--- config.mk ---
export PLATFORM = sky130hd
export DESIGN_NAME = instr_fetch_queue
export DESIGN_NICKNAME = d
export VERILOG_FILES = /design/src/rtl/instr_fetch_queue.sv
export SDC_FILE = /design/constraint.sdc
export NUM_CORES = 1
export LEC_CHECK = 0
export CORE_ASPECT_RATIO = 1.4
export CORE_MARGIN = 3
export CORE_UTILIZATION = 46
export CTS_CLUSTER_SIZE = 12
export DETAILED_ROUTE_END_ITERATION = 10
export PLACE_DENSITY = 0.71
export SLEW_MARGIN = 20
export SYNTH_ARGS = -nofsm -noshare
export SYNTH_HDL_FRONTEND = slang
export SYNTH_SLANG_ARGS = --single-unit
--- constraint.sdc ---
create_clock -name clk -period 12.5 [get_ports clk]
set_clock_uncertainty 0.05 [all_clocks]
set_input_delay 3.75 -clock clk [delete_from_list [all_inputs] [get_ports clk]]
set_output_delay 3.75 -clock clk [all_outputs]
set_load 0.01 [all_outputs]
--- src/rtl/instr_fetch_queue.sv ---
`default_nettype none
// ============================================================================
// Module   : instr_fetch_queue
// Brief    : Instruction prefetcher. Issues one outstanding fetch at a time,
//            buffers returned words with their PCs in a circular queue, and
//            flushes on redirect, discarding any stale in-flight response.
// Revision : 1.0 - initial release
// ============================================================================
module instr_fetch_queue #(
    parameter int          DEPTH    = 4,
    parameter logic [63:0] RESET_PC = 64'h0
) (
    input  logic        clk,
    input  logic        reset,
    output logic        imem_req,
    output logic [63:0] imem_addr,
    input  logic        imem_gnt,
    input  logic        imem_rvalid,
    input  logic [31:0] imem_rdata,
    input  logic        redirect,
    input  logic [63:0] redirect_pc,
    output logic        out_valid,
    input  logic        out_ready,
    output logic [31:0] out_instr,
    output logic [63:0] out_pc
);

    localparam int PW = $clog2(DEPTH);
    localparam int CW = PW + 1;

    typedef enum logic [1:0] {
        S_RUN  = 2'd0,
        S_WAIT = 2'd1,
        S_DROP = 2'd2
    } state_t;

    state_t         r_state;
    state_t         w_state_nxt;
    logic [63:0]    r_pc;
    logic [63:0]    r_pend_pc;
    logic [63:0]    r_q_pc    [DEPTH];
    logic [31:0]    r_q_instr [DEPTH];
    logic [PW-1:0]  r_wptr;
    logic [PW-1:0]  r_rptr;
    logic [CW-1:0]  r_count;

    logic           w_req;
    logic           w_fire;
    logic           w_empty;
    logic           w_full;
    logic           w_pop;
    logic           w_push;
    logic [CW:0]    w_cnt_after;
    logic           w_unused;

    assign w_unused    = &{1'b0, redirect_pc[1:0]};
    assign w_empty     = (r_count == '0);
    assign w_full      = (r_count == CW'(DEPTH));
    // A redirect freezes the consumer side so the flush wins cleanly.
    assign w_pop       = ~w_empty & out_ready & ~redirect;
    assign w_push      = (r_state == S_WAIT) & imem_rvalid & ~redirect;
    // Occupancy once the arriving word lands; decides back-to-back issue.
    assign w_cnt_after = {1'b0, r_count} + (CW+1)'(1) - (CW+1)'(w_pop);

    assign imem_req    = w_req & ~reset;
    assign imem_addr   = r_pc;
    assign w_fire      = imem_req & imem_gnt;

    assign out_valid   = ~w_empty;
    assign out_instr   = w_empty ? 32'h0 : r_q_instr[r_rptr];
    assign out_pc      = w_empty ? 64'h0 : r_q_pc[r_rptr];

    // Next-state and request generation for the single-outstanding protocol.
    always_comb begin
        w_state_nxt = r_state;
        w_req       = 1'b0;
        case (r_state)
            S_RUN: begin
                w_req = ~w_full & ~redirect;
                if (w_req && imem_gnt) begin
                    w_state_nxt = S_WAIT;
                end
            end
            S_WAIT: begin
                if (redirect) begin
                    w_state_nxt = imem_rvalid ? S_RUN : S_DROP;
                end else if (imem_rvalid) begin
                    w_req       = (w_cnt_after < (CW+1)'(DEPTH));
                    w_state_nxt = (w_req && imem_gnt) ? S_WAIT : S_RUN;
                end
            end
            S_DROP: begin
                if (imem_rvalid) begin
                    w_state_nxt = S_RUN;
                end
            end
            default: w_state_nxt = S_RUN;
        endcase
    end

    // FSM state register.
    always_ff @(posedge clk or posedge reset) begin
        if (reset) begin
            r_state <= S_RUN;
        end else begin
            r_state <= w_state_nxt;
        end
    end

    // Fetch PC advances on each accepted request; redirect realigns it.
    always_ff @(posedge clk or posedge reset) begin
        if (reset) begin
            r_pc      <= RESET_PC;
            r_pend_pc <= 64'h0;
        end else begin
            if (redirect) begin
                r_pc <= {redirect_pc[63:2], 2'b00};
            end else if (w_fire) begin
                r_pc <= r_pc + 64'd4;
            end
            if (w_fire) begin
                r_pend_pc <= r_pc;
            end
        end
    end

    // Queue pointers and occupancy; redirect empties the queue.
    always_ff @(posedge clk or posedge reset) begin
        if (reset) begin
            r_wptr  <= '0;
            r_rptr  <= '0;
            r_count <= '0;
        end else if (redirect) begin
            r_wptr  <= '0;
            r_rptr  <= '0;
            r_count <= '0;
        end else begin
            if (w_push) begin
                r_wptr <= r_wptr + PW'(1);
            end
            if (w_pop) begin
                r_rptr <= r_rptr + PW'(1);
            end
            r_count <= r_count + CW'(w_push) - CW'(w_pop);
        end
    end

    // Queue storage; contents are only visible through count, so no reset.
    always_ff @(posedge clk) begin
        if (w_push) begin
            r_q_pc[r_wptr]    <= r_pend_pc;
            r_q_instr[r_wptr] <= imem_rdata;
        end
    end

endmodule
`default_nettype wire

==> results.cfg <==
[min_path]
hold_class = reg -> reg
hold_depth = 0

[clock_network]
clkSinkCount = 509
clk_pin_slew_worst_paths_ps = 60
post_cts_buffers = 0
cts_tree = yes
htree_levels = 2
cts_buffers = 50
cts_resized = 0
clk_path_buf_depth = 3
cts_root_buf = clkbuf_16
clk_latency_ps = 570
ctsHoldBuffers = 0

[floorplanning]
io-pin-count = 264
start_util_pct = 46.8
dieArea_um2 = 48800
dieHeight_um = 260
coreArea_um2 = 45400
rows = 92
die_w_um = 188

[power_and_ir_drop]
leakage_nw = 9.09
pwr-share-seq_pct = 46.5
p_sw_w = 0.00139
combPwrFrac_pct = 24.4
clockPowerShare_pct = 29.1
p_int_w = 0.00356
pwr_density_cell_nw_per_um2 = 191
ir_drop_uv = 104
netSwitchingFraction_pct = 28.1

[drt]
antenna_left = 0
dr_total_vias = 13100
drc = 0
drtPass1Iterations = 5
drtIter0Drc = 1112
viasPerCell = 5.64
wirelength_um = 53100
avgRoutedWirePerCell_um = 22.8

[status]
status = complete, no violations

[layout]
fin_nets = 1787
drive_gt1_share_pct = 11.2
stdcell_area_um2 = 25900
fillers = 3637
layout-area-overhead-vs-synth_pct = 22.0

[critical_path]
path_cells = clkdlybuf4s50_1 -> nand2_2 -> nor2_4 -> inv_2 -> a311oi_4 -> nor2_1 -> nor3_1 -> clkdlybuf4s50_1
crit_arrival_ps = 5810
required_ps = 8700
slowest_delay_ps = 570
cp-start-kind = input pin
path_common_cell = clkdlybuf4s50_1
cp-end-kind = output port
r2r_cells = 10
worstPathMaxFanout = 5
setup.worst_path.class = in -> out
cpMaxStageDelayCell = clkdlybuf4s50_1

[sta]
rsz0062_at_grt = false
setup_viol = 0
hold_viol = 0
worst_slew_pin_slew_ps = 1030
max_freq_ghz = 0.104
slew-limit-headroom_pct = 31.2
finalSetupTns_ps = 0
fin_crit_ps = 9610
final_max_slew_viol_count = 0
period_share_pct = 76.9

[yosys]
synth_top_cells_by_area = edfxtp_1 (53%), dfrtp_1 (16%), mux4_2 (10%)
synth_area_per_cell_um2 = 14.8
synthesis.instances = 1439
yosys.area.top_type_share_pct = 53.2
synth_flop_cell = edfxtp_1
synth_area_leader_cell = edfxtp_1
synth_edf_count = 376
yosysSeqAreaShare_pct = 68.8
synthArstFlopShare_pct = 26.1
ys_ff_latch = 509
synth_cell_types = 65
synth_warnings = 0
netlist_area_um2 = 21200

[place]
gp_congestion = 0.910
dpl_cell_area_um2 = 24300
dp_hpwl_um = 33300
io_buffers = 257

[global_routing]
grt_start_max_net_pins = 98
grtUsageTotal_pct = 21.5
grt_pass1_wl_um = 81200
gr-total-overflow = 0
grt_pass1_vias = 13400
antenna_found_initial = 1

[job]
maxCapViolations = 0
## critical path: cells and delay by family
family / cells / cell delay, ps
buf+inv: 3 / 1180
compound gates: 1 / 320
simple gates: 4 / 540
## through the flow
step / hold WS [ps] / util (%) / setup slack [ps] / cells / power [W]
floorplan: 426 / - / 3830 / 1442 / 0.00292
global placement: 436 / 53.6 / 2910 / 2235 / 0.00351
detailed placement: 451 / 53.6 / 2890 / 2235 / 0.00355
CTS: 464 / 57.1 / 2880 / 2327 / 0.00500
global route: 483 / 57.1 / 2780 / 2329 / 0.00518
finish: 462 / 57.1 / 2890 / 2329 / 0.00496
## synth_stat cells, types with 2 or more instances
cell and count:
and4_1 10, xor2_1 5, nand2b_1 2, a22o_1 2, buf_4 6, or4_1 6
o311ai_0 14, o211ai_1 20, nor2_1 40, a21oi_1 15, a22oi_1 3, o21ai_0 44
nor4_2 2, a221o_1 3, mux4_2 94, xnor2_1 5, nand3_1 44, o31a_1 2
and3_1 10, nand4_1 34, clkbuf_1 50, o21a_1 2, mux2i_1 4, nand2_2 2
edfxtp_1 376, ha_1 7, nor2b_1 4, a31oi_1 5, a21o_1 6, nor3_1 12
or3_1 13, buf_2 20, inv_1 22, nand2_1 252, dfrtp_1 133, and2_1 113
a41oi_1 4, a32oi_1 5, nor4_1 12, nor4b_1 2, buf_1 10
## path summary, 6_finish.rpt
| check | startpoint | end | slack [ps] |
|---|---|---|---|
| max | imem_rvalid | imem_req | 2890 |
| min | r_pend_pc[58] | r_q_pc[2][58] | 460 |
| max reg2reg | r_state[1] | imem_addr[58] | 8920 |
| min reg2reg | r_pend_pc[58] | r_q_pc[2][58] | 460 |
| max in group asynchronous | reset | r_pend_pc[29] | 7490 |
| min in group asynchronous | reset | r_state[0] | 3740 |
## cells by family (layout without fill, tap and decap cells)
family,Yosys count,count (layout),share of synthesized area (%)
adders and majority gates,8,8,0.507
AOI/OAI and AO/OA,133,133,4.37
muxes,98,98,10.2
DFF,509,509,68.8
other,1,5,0.0177
buffers and inverters,111,386,2.23
and+or+nand+nor,569,569,13.5
xor gates and xnor gates,10,10,0.412
## power groups by stage
stage	combinational, W	clock (W)	sequential, W
after floorplan	0.000664	0	0.00225
after global placement	0.00120	0	0.00231
after detailed placement	0.00122	0	0.00234
after CTS	0.00122	0.00147	0.00230
after global routing	0.00131	0.00154	0.00233
final	0.00121	0.00144	0.00230
## area by class of cell
class / count / area, um^2 / share of cell area (%)
Sequential cell: 509 / 14600 / 56.5
Multi-Input combinational cell: 822 / 6180 / 23.9
Timing Repair Buffer: 271 / 2690 / 10.4
Clock buffer: 87 / 1470 / 5.68
Tap cell: 611 / 764 / 2.95
Inverter: 23 / 91.3 / 0.353
Clock inverter: 5 / 76.3 / 0.295
Antenna cell: 1 / 2.50 / 0.00966
## sequential cells by signal (all words and copies together) (netlist names)
| register | count |
|---|---|
| r_q_pc | 248 |
| r_q_instr | 128 |
| r_rptr | 2 |
| r_pend_pc | 62 |
| r_wptr | 2 |
| r_state | 2 |
| imem_addr | 62 |
| r_count | 3 |
## placed cells by master (no fill, tap or decap), types with 6 or more instances in the layout
cell,n
clkbuf_1,31
nand3_1,44
or4_1,6
ha_1,7
edfxtp_1,376
clkdlybuf4s50_1,256
mux4_2,94
nor4_1,12
and2_1,109
o211ai_1,20
o311ai_0,14
inv_1,21
a21oi_1,15
o21ai_0,44
nor2_1,39
and4_1,10
a21o_1,6
dfrtp_1,131
buf_4,13
nand2_1,252
nand4_1,34
nor3_1,12
or3_1,12
clkbuf_16,52
and3_1,10
## routing by layer
metal	routed length, um	vias up	track usage [%]
met1	21500	6609	28.2
met4	1980	0	8.51
li1	-	5904	-
met5	0	-	0
met2	26400	508	36.1
met3	3250	107	3.69
No activity file was read; power rests on OpenSTA's default activity.
